## config.mk

```make
export PLATFORM = sky130hd
export DESIGN_NAME = divider_seq_n_flat
export DESIGN_NICKNAME = d
export VERILOG_FILES = /design/src/rtl/divider_seq_n_if.sv /design/src/rtl/divider_seq_n.sv /design/src/flat_wrapper.sv
export SDC_FILE = /design/constraint.sdc
export NUM_CORES = 1
export LEC_CHECK = 0
export CAP_MARGIN = 20
export CORE_MARGIN = 5
export CORE_UTILIZATION = 59
export DETAILED_ROUTE_END_ITERATION = 6
export GPL_ROUTABILITY_DRIVEN = 0
export PLACE_DENSITY = 0.95
export SETUP_SLACK_MARGIN = 0.3
export SLEW_MARGIN = 20
export SYNTH_ARGS = -nofsm -noshare
export SYNTH_HDL_FRONTEND = slang
export SYNTH_SLANG_ARGS = --single-unit
```

## constraint.sdc

```tcl
create_clock -name clk -period 14.9 [get_ports clk]
set_input_delay 2.98 -clock clk [delete_from_list [all_inputs] [get_ports clk]]
set_output_delay 2.98 -clock clk [all_outputs]
set_load 0.005 [all_outputs]
```

## src/rtl/divider_seq_n_if.sv

```systemverilog
// Handshake and operand/result bundle for the sequential divider.
// master drives requests and operands; slave (the divider) returns status and results.
interface divider_seq_n_if #(
   parameter int unsigned N = 32
);
   logic         start;
   logic [N-1:0] dividend;
   logic [N-1:0] divisor;
   logic         busy;
   logic         done;
   logic [N-1:0] quotient;
   logic [N-1:0] remainder;
   logic         div_by_zero;

   modport master (
      output start, dividend, divisor,
      input  busy, done, quotient, remainder, div_by_zero
   );

   modport slave (
      input  start, dividend, divisor,
      output busy, done, quotient, remainder, div_by_zero
   );
endinterface

```

## src/rtl/divider_seq_n.sv

```systemverilog
// Sequential unsigned restoring divider, one quotient bit per clock.
// Optional zero-divisor fast path and error flag enabled by DIVIDER_SEQ_DIVZERO_EN.

// Plain W-bit difference used for the trial subtraction.
module subtractor_n #(
   parameter int unsigned W = 33
) (
   input  logic [W-1:0] a,
   input  logic [W-1:0] b,
   output logic [W-1:0] diff
);
   assign diff = a - b;
endmodule

module divider_seq_n #(
   parameter int unsigned N = 32
) (
   input  logic               clk,
   input  logic               rst,
   divider_seq_n_if.slave     bus
);
   localparam int unsigned CW = (N > 2) ? $clog2(N) : 1;

   typedef enum logic [1:0] {
      IDLE = 2'd0,
      RUN  = 2'd1,
      DONE = 2'd2
   } state_t;

   state_t        state_r, state_nxt;
   logic [CW-1:0] cnt_r;
   logic [N-1:0]  rem_r;
   logic [N-1:0]  q_r;
   logic [N-1:0]  dsr_r;
   logic          busy_r;
   logic          done_r;
   logic [N-1:0]  quotient_r;
   logic [N-1:0]  remainder_r;
   logic          dbz_r;

   logic [N:0]    t_val;
   logic [N:0]    d_val;
   logic          q_bit;
   logic [N-1:0]  q_nxt;
   logic [N-1:0]  r_nxt;
   logic          last_step;
   logic          div_zero_c;

   // Trial subtraction; a restored step always leaves R below 2^N, so N bits suffice
   assign t_val = {rem_r, q_r[N-1]};

   subtractor_n #(.W(N + 1)) u_sub (
      .a    (t_val),
      .b    ({1'b0, dsr_r}),
      .diff (d_val)
   );

   assign q_bit     = ~d_val[N];
   assign r_nxt     = q_bit ? d_val[N-1:0] : t_val[N-1:0];
   assign q_nxt     = {q_r[N-2:0], q_bit};
   assign last_step = (cnt_r == '0);

`ifdef DIVIDER_SEQ_DIVZERO_EN
   assign div_zero_c = (bus.divisor == '0);
`else
   assign div_zero_c = 1'b0;
`endif

   // State register
   always_ff @(posedge clk or posedge rst) begin
      if (rst) state_r <= IDLE;
      else     state_r <= state_nxt;
   end

   // Next-state logic
   always_comb begin
      state_nxt = state_r;
      case (state_r)
         IDLE:    if (bus.start) state_nxt = div_zero_c ? DONE : RUN;
         RUN:     if (last_step) state_nxt = DONE;
         DONE:    state_nxt = IDLE;
         default: state_nxt = IDLE;
      endcase
   end

   // Datapath and registered outputs
   always_ff @(posedge clk or posedge rst) begin
      if (rst) begin
         cnt_r       <= '0;
         rem_r       <= '0;
         q_r         <= '0;
         dsr_r       <= '0;
         busy_r      <= 1'b0;
         done_r      <= 1'b0;
         quotient_r  <= '0;
         remainder_r <= '0;
         dbz_r       <= 1'b0;
      end else begin
         busy_r <= (state_nxt != IDLE);
         done_r <= (state_nxt == DONE);
         case (state_r)
            IDLE: begin
               if (bus.start) begin
                  dsr_r <= bus.divisor;
                  rem_r <= '0;
                  q_r   <= bus.dividend;
                  cnt_r <= CW'(N - 1);
                  dbz_r <= div_zero_c;
                  if (div_zero_c) begin
                     quotient_r  <= '1;
                     remainder_r <= bus.dividend;
                  end
               end
            end
            RUN: begin
               rem_r <= r_nxt;
               q_r   <= q_nxt;
               cnt_r <= cnt_r - CW'(1);
               if (last_step) begin
                  quotient_r  <= q_nxt;
                  remainder_r <= r_nxt;
               end
            end
            default: ;
         endcase
      end
   end

   assign bus.busy      = busy_r;
   assign bus.done      = done_r;
   assign bus.quotient  = quotient_r;
   assign bus.remainder = remainder_r;
`ifdef DIVIDER_SEQ_DIVZERO_EN
   assign bus.div_by_zero = dbz_r;
`else
   assign bus.div_by_zero = 1'b0;
`endif

endmodule

```

## src/flat_wrapper.sv

```systemverilog
// flat-port wrapper written by rule: the top's interface ports become plain ports
module divider_seq_n_flat 
#(
   parameter int unsigned N = 32
)
  (clk, rst, bus_start, bus_dividend, bus_divisor, bus_busy, bus_done, bus_quotient, bus_remainder, bus_div_by_zero);
  divider_seq_n_if #(.N(N)) bus_i ();
  input  logic clk;
  input  logic rst;
  input wire logic [$bits(bus_i.start)-1:0] bus_start;
  input wire logic [$bits(bus_i.dividend)-1:0] bus_dividend;
  input wire logic [$bits(bus_i.divisor)-1:0] bus_divisor;
  output wire logic [$bits(bus_i.busy)-1:0] bus_busy;
  output wire logic [$bits(bus_i.done)-1:0] bus_done;
  output wire logic [$bits(bus_i.quotient)-1:0] bus_quotient;
  output wire logic [$bits(bus_i.remainder)-1:0] bus_remainder;
  output wire logic [$bits(bus_i.div_by_zero)-1:0] bus_div_by_zero;
  assign bus_i.start = bus_start;
  assign bus_i.dividend = bus_dividend;
  assign bus_i.divisor = bus_divisor;
  assign bus_busy = bus_i.busy;
  assign bus_done = bus_i.done;
  assign bus_quotient = bus_i.quotient;
  assign bus_remainder = bus_i.remainder;
  assign bus_div_by_zero = bus_i.div_by_zero;
  divider_seq_n #(.N(N)) u_core (.clk(clk), .rst(rst), .bus(bus_i));
endmodule
```

==> impl_metrics.ini <==
[worst_hold_path]
min_path_cells = 2
hold_path.class = reg2reg

[place]
place.port_buffers = 132
placed_area_um2 = 10500
dp_slack_ps = 9620
hpwlAfterDp_mm = 16.3

[synthesis]
postSynthCellCount = 1037
async_flop_share_pct = 100
yosys.area.top_type = dfrtp_1
synth.area.top_cells = dfrtp_1, nand2_1, ha_1, o21ai_0, a21oi_1
synth.top_cell.area_share_pct = 46.4
ys_types = 62
ys_seq_area_share_pct = 46.4
synth-seq-cells = 169
ys.warnings.count = 0
synth_edf_count = 0
syn_area_per_cell_um2 = 8.78
syn_nets = 1138
synth_top_flop_cell = dfrtp_1
syn_area_um2 = 9110

[global_route]
grt.total_usage_pct = 28.3
antenna_found_initial = 0
grt_pass1_vias = 8284
grt_start_max_net_pins = 87
gr-total-overflow = 0
grt_pass1_wl_mm = 41.3

[pwr]
vdd_drop_max_v = 0.000156
p_per_area_nw_per_um2 = 297
p_leak_uw = 0.00493

[sta]
timing.slew.headroom_pct = 19.7
setup_ws_ps = 10020
hold_viol = 0
worstMarginPinSlew_ps = 1200
setup-tns-final_ps = 0
setup_violations = 0
rsz0062_at_grt = false
period_share_pct = 32.7
drv_slew = 0
fin_crit_ps = 4880
clock.fmax_mhz = 205
fin_worst_skew_ps = 9.74

[route]
route.vias.total = 8425
remaining_drc_errors = 0
finalWirelength_mm = 25.1
antenna_left = 0
via_per_inst = 6.35
first_pass_iters = 5
wl_per_cell_um = 18.9
drt-initial-drc-count = 932

[floorplan]
die_area_um2 = 18000
fp.dieH_um = 134
rows = 45
io_pins = 134
die_width_um = 134
initial_core_util_pct = 60.1
core-area_um2 = 15100

[critical_path]
path_max_fanout = 35
cp-start-kind = primary input
path_class = in2reg
slowest_delay_ps = 620
endpoint_kind = flop
worstPathArrival_ps = 5250
r2r_cells = 14
path_cells = clkdlybuf4s50_1 > nor2_1 > or2_2 > buf_4 > inv_1 > and3_1 > o21bai_1
crit_slowest_cell = or2_2
worstPathRequired_ps = 15270

[final_layout]
antenna_cells = 0
finalNetCount = 1226
post-route-util_pct = 73.1
nFillCells = 1053
drive_above_1_share_pct = 6.15
final_cell_area_um2 = 11100
area_growth_pct = 21.6

[clock_tree]
clock-sinks = 169
htree_num_levels = 4
cts_resized = 0
clk_latency_ps = 440
cts_made_buffers = 17
clk_pin_slew_ps = 70
cts-root-buf = clkbuf_16
cts_tree = yes
clock_path_buffers = 2
cts_setup_buffers = 0
ctsHoldBuffers = 0

[run]
cap_violations = 0

[status]
status = finished clean
routing by layer:
| layer | vias to the layer above | routed length (um) | track usage [%] |
|---|---|---|---|
| met2 | 484 | 11900 | 44.7 |
| met3 | 77 | 2200 | 6.90 |
| li1 | 3810 | - | - |
| met4 | 0 | 911 | 13.4 |
| met1 | 4054 | 10100 | 37.0 |
| met5 | - | 0 | 0 |
synth_stat cells (4+ instances only):
library cell	count
nand2_1	234
dfrtp_1	169
o21ai_0	78
nor2_1	56
a21oi_1	48
clkbuf_1	47
inv_1	43
ha_1	33
a21o_1	30
nand3_1	29
a22oi_1	28
o31ai_1	23
a31oi_1	22
nor3_1	17
buf_2	16
nand4_1	16
xor2_1	15
a221o_1	14
xnor2_1	11
nor3_2	10
nand2b_1	8
buf_1	6
o211ai_1	6
o21ai_1	6
o311ai_2	6
and3_1	5
buf_4	5
a211oi_1	4
and2_1	4
nor2b_1	4
o21a_1	4
worst max-delay path: cells and delay by family:
family / cells / cell delay, ps
and+or+nand+nor: 3 / 970
buffers and inverters: 3 / 1180
AOI/OAI and AO/OA: 1 / 110
worst paths after layout:
check / start / slack [ps] / endpoint
worst min register to register: u_core.bus.quotient[1] / 480 / u_core.bus.quotient[1]
worst min-delay path: u_core.bus.quotient[1] / 480 / u_core.bus.quotient[1]
max in group asynchronous: rst / 10610 / u_core.bus.remainder[24]
worst max-delay path: bus_start / 10020 / u_core.cnt_r[2]
worst max register to register: u_core.q_r[31] / 10070 / u_core.rem_r[15]
min in group asynchronous: rst / 3060 / u_core.q_r[25]
flip-flops by register name, summed over array words and instances, names as in the netlist:
| register | cells |
|---|---|
| u_core.bus.busy | 1 |
| u_core.bus.done | 1 |
| u_core.bus.quotient | 32 |
| u_core.bus.remainder | 32 |
| u_core.cnt_r | 5 |
| u_core.dsr_r | 32 |
| u_core.q_r | 32 |
| u_core.rem_r | 32 |
| u_core.state_r | 2 |
cell type report:
| cell class | count | area, um^2 | area share, % |
|---|---|---|---|
| clock buffers | 22 | 484 | 4.37 |
| clock inverters | 10 | 129 | 1.16 |
| inverters | 44 | 170 | 1.54 |
| multi-input cells | 750 | 4420 | 39.9 |
| flip-flops and latches | 169 | 4230 | 38.2 |
| well taps | 188 | 235 | 2.12 |
| repair buffers | 143 | 1410 | 12.7 |
stage by stage:
step                instances  total power, uW  hold slack, ps
floorplan                1037             2230             461
global placement         1294             2660             459
detailed placement       1294             2750             463
CTS                      1326             3240             478
global route             1326             3520             499
finish                   1326             3290             479
placed cells by master (no fill, tap or decap), types with 8 or more instances in the layout:
cell / count
a21oi_1: 48
nand2_1: 233
inv_1: 42
xor2_1: 15
nor3_1: 17
nor2_1: 56
a21o_1: 30
nor3_2: 10
a22oi_1: 28
clkbuf_16: 17
o31ai_1: 23
dfrtp_1: 169
nand2b_1: 8
nand3_1: 28
a31oi_1: 22
clkdlybuf4s50_1: 132
xnor2_1: 11
o21ai_0: 78
nand4_1: 16
ha_1: 33
buf_4: 10
a221o_1: 14
where the power goes:
part / switching [uW] / leakage, uW / total [uW] / internal [uW]
clock: 190 / 0.000298 / 457 / 268
combinational: 1160 / 0.00253 / 1970 / 815
sequential: 167 / 0.00210 / 855 / 688
total: 1520 / 0.00493 / 3290 / 1770
logic make-up after synthesis:
| group | synth area share (%) |
|---|---|
| buf+inv | 5.29 |
| mux | 0.343 |
| fa+ha+maj | 4.75 |
| other cells | 0.0412 |
| flops | 46.4 |
| xor+xnor | 2.50 |
| compound gates | 21.7 |
| simple gates | 19.0 |
No activity file was read; power rests on OpenSTA's default activity.
